## src/rtl/window_sequencer_if.sv

```systemverilog
// Handshake bundle between the window sequencer and its controller.
// master: the sequencer side; slave: the controller/consumer side.
interface window_sequencer_if;
    logic       start;
    logic       stall;
    logic       en;
    logic       clear;
    logic       new_row;
    logic       new_vector;
    logic [1:0] quadrant;
    logic       quadrant_lsb;
    logic [3:0] row_index;
    logic [3:0] col_base;
    logic       done;
    logic [7:0] cycle_count;

    modport master (
        input  start,
        input  stall,
        output en,
        output clear,
        output new_row,
        output new_vector,
        output quadrant,
        output quadrant_lsb,
        output row_index,
        output col_base,
        output done,
        output cycle_count
    );

    modport slave (
        output start,
        output stall,
        input  en,
        input  clear,
        input  new_row,
        input  new_vector,
        input  quadrant,
        input  quadrant_lsb,
        input  row_index,
        input  col_base,
        input  done,
        input  cycle_count
    );
endinterface

```

## src/rtl/window_sequencer.sv

```systemverilog
// 3x3 window read sequencer over a 12x12 image split into four 6x6 quadrants.
// Optional RUN-cycle counter: define WINDOW_SEQ_CYCLE_COUNT_EN.
module window_sequencer (
    input  logic                clock,
    input  logic                reset,
    window_sequencer_if.master  bus
);

    typedef enum logic [1:0] {
        IDLE,
        CLEAR,
        RUN,
        DONE
    } state_t;

    state_t     state;
    logic [1:0] col_off;
    logic [1:0] row_off;
    logic [1:0] win;

    logic [1:0] col_n;
    logic [1:0] row_n;
    logic [1:0] win_n;
    logic [1:0] q_inc;
    logic       last;

    function automatic logic [3:0] row_of(
        input logic       q1,
        input logic       w1,
        input logic [1:0] r
    );
        return (q1 ? 4'd6 : 4'd0) + (w1 ? 4'd3 : 4'd0) + {2'b00, r};
    endfunction

    function automatic logic [3:0] col_of(
        input logic q0,
        input logic w0
    );
        return (q0 ? 4'd6 : 4'd0) + (w0 ? 4'd3 : 4'd0);
    endfunction

    // Counters name the element on the bus; they advance only past an en cycle.
    always_comb begin
        col_n = col_off;
        row_n = row_off;
        win_n = win;
        if (bus.en) begin
            if (col_off == 2'd2) begin
                col_n = 2'd0;
                if (row_off == 2'd2) begin
                    row_n = 2'd0;
                    win_n = win + 2'd1;
                end else begin
                    row_n = row_off + 2'd1;
                end
            end else begin
                col_n = col_off + 2'd1;
            end
        end
    end

    assign last  = (col_off == 2'd2) && (row_off == 2'd2) && (win == 2'd3);
    assign q_inc = bus.quadrant + 2'd1;

    always_ff @(posedge clock or posedge reset) begin
        if (reset) begin
            state            <= IDLE;
            col_off          <= '0;
            row_off          <= '0;
            win              <= '0;
            bus.en           <= 1'b0;
            bus.clear        <= 1'b0;
            bus.new_row      <= 1'b0;
            bus.new_vector   <= 1'b0;
            bus.quadrant     <= '0;
            bus.quadrant_lsb <= 1'b0;
            bus.row_index    <= '0;
            bus.col_base     <= '0;
            bus.done         <= 1'b0;
        end else begin
            bus.en         <= 1'b0;
            bus.clear      <= 1'b0;
            bus.new_row    <= 1'b0;
            bus.new_vector <= 1'b0;
            bus.done       <= 1'b0;
            unique case (state)
                IDLE: begin
                    if (bus.start) begin
                        state            <= CLEAR;
                        bus.clear        <= 1'b1;
                        bus.quadrant     <= 2'd0;
                        bus.quadrant_lsb <= 1'b0;
                        bus.row_index    <= 4'd0;
                        bus.col_base     <= 4'd0;
                    end
                end
                CLEAR: begin
                    state         <= RUN;
                    col_off       <= '0;
                    row_off       <= '0;
                    win           <= '0;
                    bus.en        <= 1'b1;
                    bus.row_index <= row_of(bus.quadrant[1], 1'b0, 2'd0);
                    bus.col_base  <= col_of(bus.quadrant[0], 1'b0);
                end
                RUN: begin
                    if (bus.en && last) begin
                        if (bus.quadrant == 2'd3) begin
                            state    <= DONE;
                            bus.done <= 1'b1;
                        end else begin
                            state            <= CLEAR;
                            bus.clear        <= 1'b1;
                            bus.quadrant     <= q_inc;
                            bus.quadrant_lsb <= q_inc[0];
                            bus.row_index    <= row_of(q_inc[1], 1'b0, 2'd0);
                            bus.col_base     <= col_of(q_inc[0], 1'b0);
                        end
                    end else begin
                        col_off        <= col_n;
                        row_off        <= row_n;
                        win            <= win_n;
                        bus.en         <= !bus.stall;
                        bus.new_row    <= !bus.stall && (col_n == 2'd2);
                        bus.new_vector <= !bus.stall && (col_n == 2'd2)
                                          && (row_n == 2'd2);
                        bus.row_index  <= row_of(bus.quadrant[1], win_n[1], row_n);
                        bus.col_base   <= col_of(bus.quadrant[0], win_n[0]);
                    end
                end
                DONE: begin
                    state <= IDLE;
                end
            endcase
        end
    end

`ifdef WINDOW_SEQ_CYCLE_COUNT_EN
    always_ff @(posedge clock or posedge reset) begin
        if (reset) begin
            bus.cycle_count <= '0;
        end else if (state == IDLE && bus.start) begin
            bus.cycle_count <= '0;
        end else if (state == RUN && bus.cycle_count != 8'hFF) begin
            bus.cycle_count <= bus.cycle_count + 8'd1;
        end
    end
`else
    assign bus.cycle_count = '0;
`endif

endmodule

```

## src/flat_wrapper.sv

```systemverilog
// flat-port wrapper written by rule: the top's interface ports become plain ports
module window_sequencer_flat 
  (clock, reset, bus_start, bus_stall, bus_en, bus_clear, bus_new_row, bus_new_vector, bus_quadrant, bus_quadrant_lsb, bus_row_index, bus_col_base, bus_done, bus_cycle_count);
  window_sequencer_if bus_i ();
  input  logic clock;
  input  logic reset;
  input wire logic [$bits(bus_i.start)-1:0] bus_start;
  input wire logic [$bits(bus_i.stall)-1:0] bus_stall;
  output wire logic [$bits(bus_i.en)-1:0] bus_en;
  output wire logic [$bits(bus_i.clear)-1:0] bus_clear;
  output wire logic [$bits(bus_i.new_row)-1:0] bus_new_row;
  output wire logic [$bits(bus_i.new_vector)-1:0] bus_new_vector;
  output wire logic [$bits(bus_i.quadrant)-1:0] bus_quadrant;
  output wire logic [$bits(bus_i.quadrant_lsb)-1:0] bus_quadrant_lsb;
  output wire logic [$bits(bus_i.row_index)-1:0] bus_row_index;
  output wire logic [$bits(bus_i.col_base)-1:0] bus_col_base;
  output wire logic [$bits(bus_i.done)-1:0] bus_done;
  output wire logic [$bits(bus_i.cycle_count)-1:0] bus_cycle_count;
  assign bus_i.start = bus_start;
  assign bus_i.stall = bus_stall;
  assign bus_en = bus_i.en;
  assign bus_clear = bus_i.clear;
  assign bus_new_row = bus_i.new_row;
  assign bus_new_vector = bus_i.new_vector;
  assign bus_quadrant = bus_i.quadrant;
  assign bus_quadrant_lsb = bus_i.quadrant_lsb;
  assign bus_row_index = bus_i.row_index;
  assign bus_col_base = bus_i.col_base;
  assign bus_done = bus_i.done;
  assign bus_cycle_count = bus_i.cycle_count;
  window_sequencer u_core (.clock(clock), .reset(reset), .bus(bus_i));
endmodule
```

## config.mk

```make
export PLATFORM = sky130hd
export DESIGN_NAME = window_sequencer_flat
export DESIGN_NICKNAME = d
export VERILOG_FILES = /design/src/rtl/window_sequencer_if.sv /design/src/rtl/window_sequencer.sv /design/src/flat_wrapper.sv
export SDC_FILE = /design/constraint.sdc
export NUM_CORES = 1
export LEC_CHECK = 0
export ABC_CLOCK_PERIOD_IN_PS = 6500
export CAP_MARGIN = 20
export CORE_MARGIN = 10
export CORE_UTILIZATION = 50
export CTS_BUF_LIST = sky130_fd_sc_hd__clkbuf_16
export DETAILED_ROUTE_END_ITERATION = 7
export PLACE_DENSITY = 0.87
export SLEW_MARGIN = 10
export SYNTH_ARGS = -nofsm -noshare
export SYNTH_HDL_FRONTEND = slang
export SYNTH_SLANG_ARGS = --single-unit
```

## constraint.sdc

```tcl
create_clock -name clock -period 6.5 [get_ports clock]
set_clock_uncertainty 0.1 [all_clocks]
set_input_delay 1.3 -clock clock [delete_from_list [all_inputs] [get_ports clock]]
set_output_delay 1.3 -clock clock [all_outputs]
set_load 0.02 [all_outputs]
```

==> flow_summary.json <==
{
  "status": "finished, final reports clean",
  "cts_max_path_buffers": 2,
  "fin_nets": 184,
  "vias_per_cell": 5.77,
  "yosys-top-cells-count": "23 x dfrtp_1, 18 x nand2_1, 10 x ha_1, 10 x inv_1, 9 x buf_4",
  "ys_types": 47,
  "final_util_pct": 61.2,
  "p_leak_nw": 0.825,
  "place.gp.congestion": 0.897,
  "pwr_density_cell_nw_per_um2": 324,
  "ios": 28,
  "grt_setup_unrepaired": "false",
  "start_kind": "flip-flop",
  "htreeDepth": 1,
  "p_total_mw": 0.552,
  "ys.warnings.count": 0,
  "synth_async_sr_flop_share_pct": 100,
  "post_cts_resized": 0,
  "setup-violations-final": 0,
  "cts.hold.buffers_added": 0,
  "wl_met1_um": 1290,
  "clock_latency_ns": 0.25,
  "coreArea_um2": 2780,
  "slew_headroom_pct": 41.1,
  "synth_cells": 151,
  "maxSlewViolCount": 0,
  "grt_max_degree": 24,
  "die_x_um": 74.2,
  "crit_fanout": 12,
  "synth_edf_count": 0,
  "tightest_slew_ns": 0.883,
  "ant_nets": 0,
  "hp-class": "flip-flop to flip-flop",
  "start_util_pct": 52.9,
  "n_antenna_cell": 0,
  "grt.overflow.total": 0,
  "arrival_ns": 3.27,
  "synth_top_cell_by_area": "dfrtp_1",
  "port_buffers": 19,
  "fillers": 224,
  "drt_iter0_drc": 95,
  "gr-usage-all-layers_pct": 12.1,
  "routed_wl_um": 3180,
  "rows": 19,
  "cts-buffers-inserted": 3,
  "cts_setup_buffers": 0,
  "die-area_um2": 5510,
  "synth.most_common_cell": "dfrtp_1",
  "final-hold-violation-count": 0,
  "cts_sinks": 23,
  "firstDrtPassIters": 4,
  "dr_wl_met2_um": 1660,
  "highest_layer": "met4",
  "final_layout_size_suffix_gt1_share_pct": 7.78,
  "synth-seq-cells": 23,
  "vdd_ir_drop_max_mv": 0.302,
  "synth_top_area_share_pct": 39.1,
  "synthesis.area_um2": 1470,
  "fin_crit_sh_pct": 49.1,
  "cts.clk_slew.worst_paths_ns": 0.06,
  "ys.flop_type": "dfrtp_1",
  "synth_area_leaders": "dfrtp_1 39%, ha_1 8.5%, buf_4 4.6%",
  "tritoncts": "done",
  "grt_pass1_wl_um": 5380,
  "worst-setup-path-type": "flip-flop to flip-flop",
  "area_delta_synth_final_pct": 15.7,
  "vias": 1142,
  "wl_met3_um": 173,
  "first_global_vias": 1141,
  "clock.fmax_ghz": 0.313,
  "setup_tns_ns": 0,
  "hpwl_um": 2510,
  "synth.yosys.seq_area_share_pct": 39.1,
  "cts-root-buf": "clkbuf_16",
  "wl_per_cell_um": 16.1,
  "max_cap_violations": 0,
  "antenna_found_initial": 0,
  "min_period_ns": 3.19,
  "drc": 0,
  "syn_area_per_cell_um2": 9.74,
  "die_height_um": 74.2,
  "required_ns": 6.58,
  "end_kind": "flip-flop"
}
==> cells in the final DEF (no fill, tap or decap), types with 2 or more instances in the layout <==
cell type	instances
a22oi_1	4
nand3_1	7
clkbuf_16	3
nand4b_1	2
a22o_1	5
a21o_1	2
nor2_1	7
fa_1	2
inv_1	11
ha_1	10
a221oi_1	2
nor2b_1	2
a21oi_1	2
nand2_1	18
o21a_1	2
clkdlybuf4s50_1	19
nor3_1	4
nand2b_1	4
o21ai_0	6
dfrtp_1	23
conb_1	8
==> final cells by class <==
cell class / instances / area [µm²] / area share (%)
clock buffers: 3 / 75.1 / 4.41
clock inverters: 1 / 3.75 / 0.220
inverters: 10 / 37.5 / 2.20
multi-input cells: 111 / 782 / 45.9
flip-flops and latches: 23 / 576 / 33.8
well taps: 31 / 38.8 / 2.28
repair buffers: 19 / 190 / 11.2
==> metal layers <==
metal	vias to the layer above	track usage, %
met3	5	2.13
met1	565	13.3
met5	-	0
met4	0	6.10
li1	541	-
met2	31	21.9
==> critical path, stage by stage (launching register included) <==
cell,delay (ns)
dfrtp_1,0.43
nand3b_1,0.42
nor2_1,0.29
mux2_2,0.40
fa_1,0.48
ha_1,0.21
inv_1,0.07
fa_1,0.41
nand2b_1,0.16
a22oi_2,0.13
==> logic make-up (layout without fill, tap and decap cells) <==
| logic type | count (synthesis) | after routing | synth area share (%) |
|---|---|---|---|
| simple gates | 55 | 55 | 20.7 |
| compound gates | 32 | 32 | 16.5 |
| buf+inv | 24 | 33 | 9.52 |
| flops | 23 | 23 | 39.1 |
| fa+ha+maj | 12 | 12 | 11.2 |
| xor+xnor | 2 | 2 | 1.19 |
| mux | 2 | 2 | 1.45 |
| other cells | 1 | 8 | 0.255 |
==> flip-flops by register name (all words and copies together) (netlist names), 2 cells and up <==
register	cells
u_core.win	2
u_core.bus.col_base	4
u_core.col_off	2
u_core.state	2
u_core.bus.row_index	4
u_core.row_off	2
==> report_power, final <==
part	total [mW]	switching [mW]	internal, mW
Clock	0.130	0.0483	0.0820
Combinational	0.229	0.139	0.0909
Sequential	0.192	0.0224	0.170
Total	0.552	0.209	0.342
==> path summary, 6_finish.rpt <==
kind	slack, ns	cells after the start	start	end
max	3.31	9	u_core.col_off[0]$_DFFE_PP0P_	u_core.bus.row_index[2]$_DFFE_PP0P_
min in group asynchronous	1.43	2	reset	u_core.bus.row_index[0]$_DFFE_PP0P_
min	0.39	2	u_core.bus.row_index[3]$_DFFE_PP0P_	u_core.bus.row_index[3]$_DFFE_PP0P_
max in group asynchronous	4.32	2	reset	u_core.bus.col_base[3]$_DFFE_PP0P_
min reg2reg	0.39	2	u_core.bus.row_index[3]$_DFFE_PP0P_	u_core.bus.row_index[3]$_DFFE_PP0P_
max reg2reg	3.31	9	u_core.col_off[0]$_DFFE_PP0P_	u_core.bus.row_index[2]$_DFFE_PP0P_
==> through the flow <==
| step | worst slack, ns | instance area (µm²) | hold WS [ns] | std cells |
|---|---|---|---|---|
| finish | 3.31 | 1700 | 0.390 | 198 |
| global route | 3.09 | 1700 | 0.462 | 198 |
| CTS | 3.31 | 1700 | 0.387 | 198 |
| detailed placement | 3.33 | 1620 | 0.372 | 194 |
| global placement | 3.46 | 1620 | 0.368 | 194 |
| floorplan | 3.56 | 1500 | 0.411 | 158 |
No activity file was read; power rests on OpenSTA's default activity.
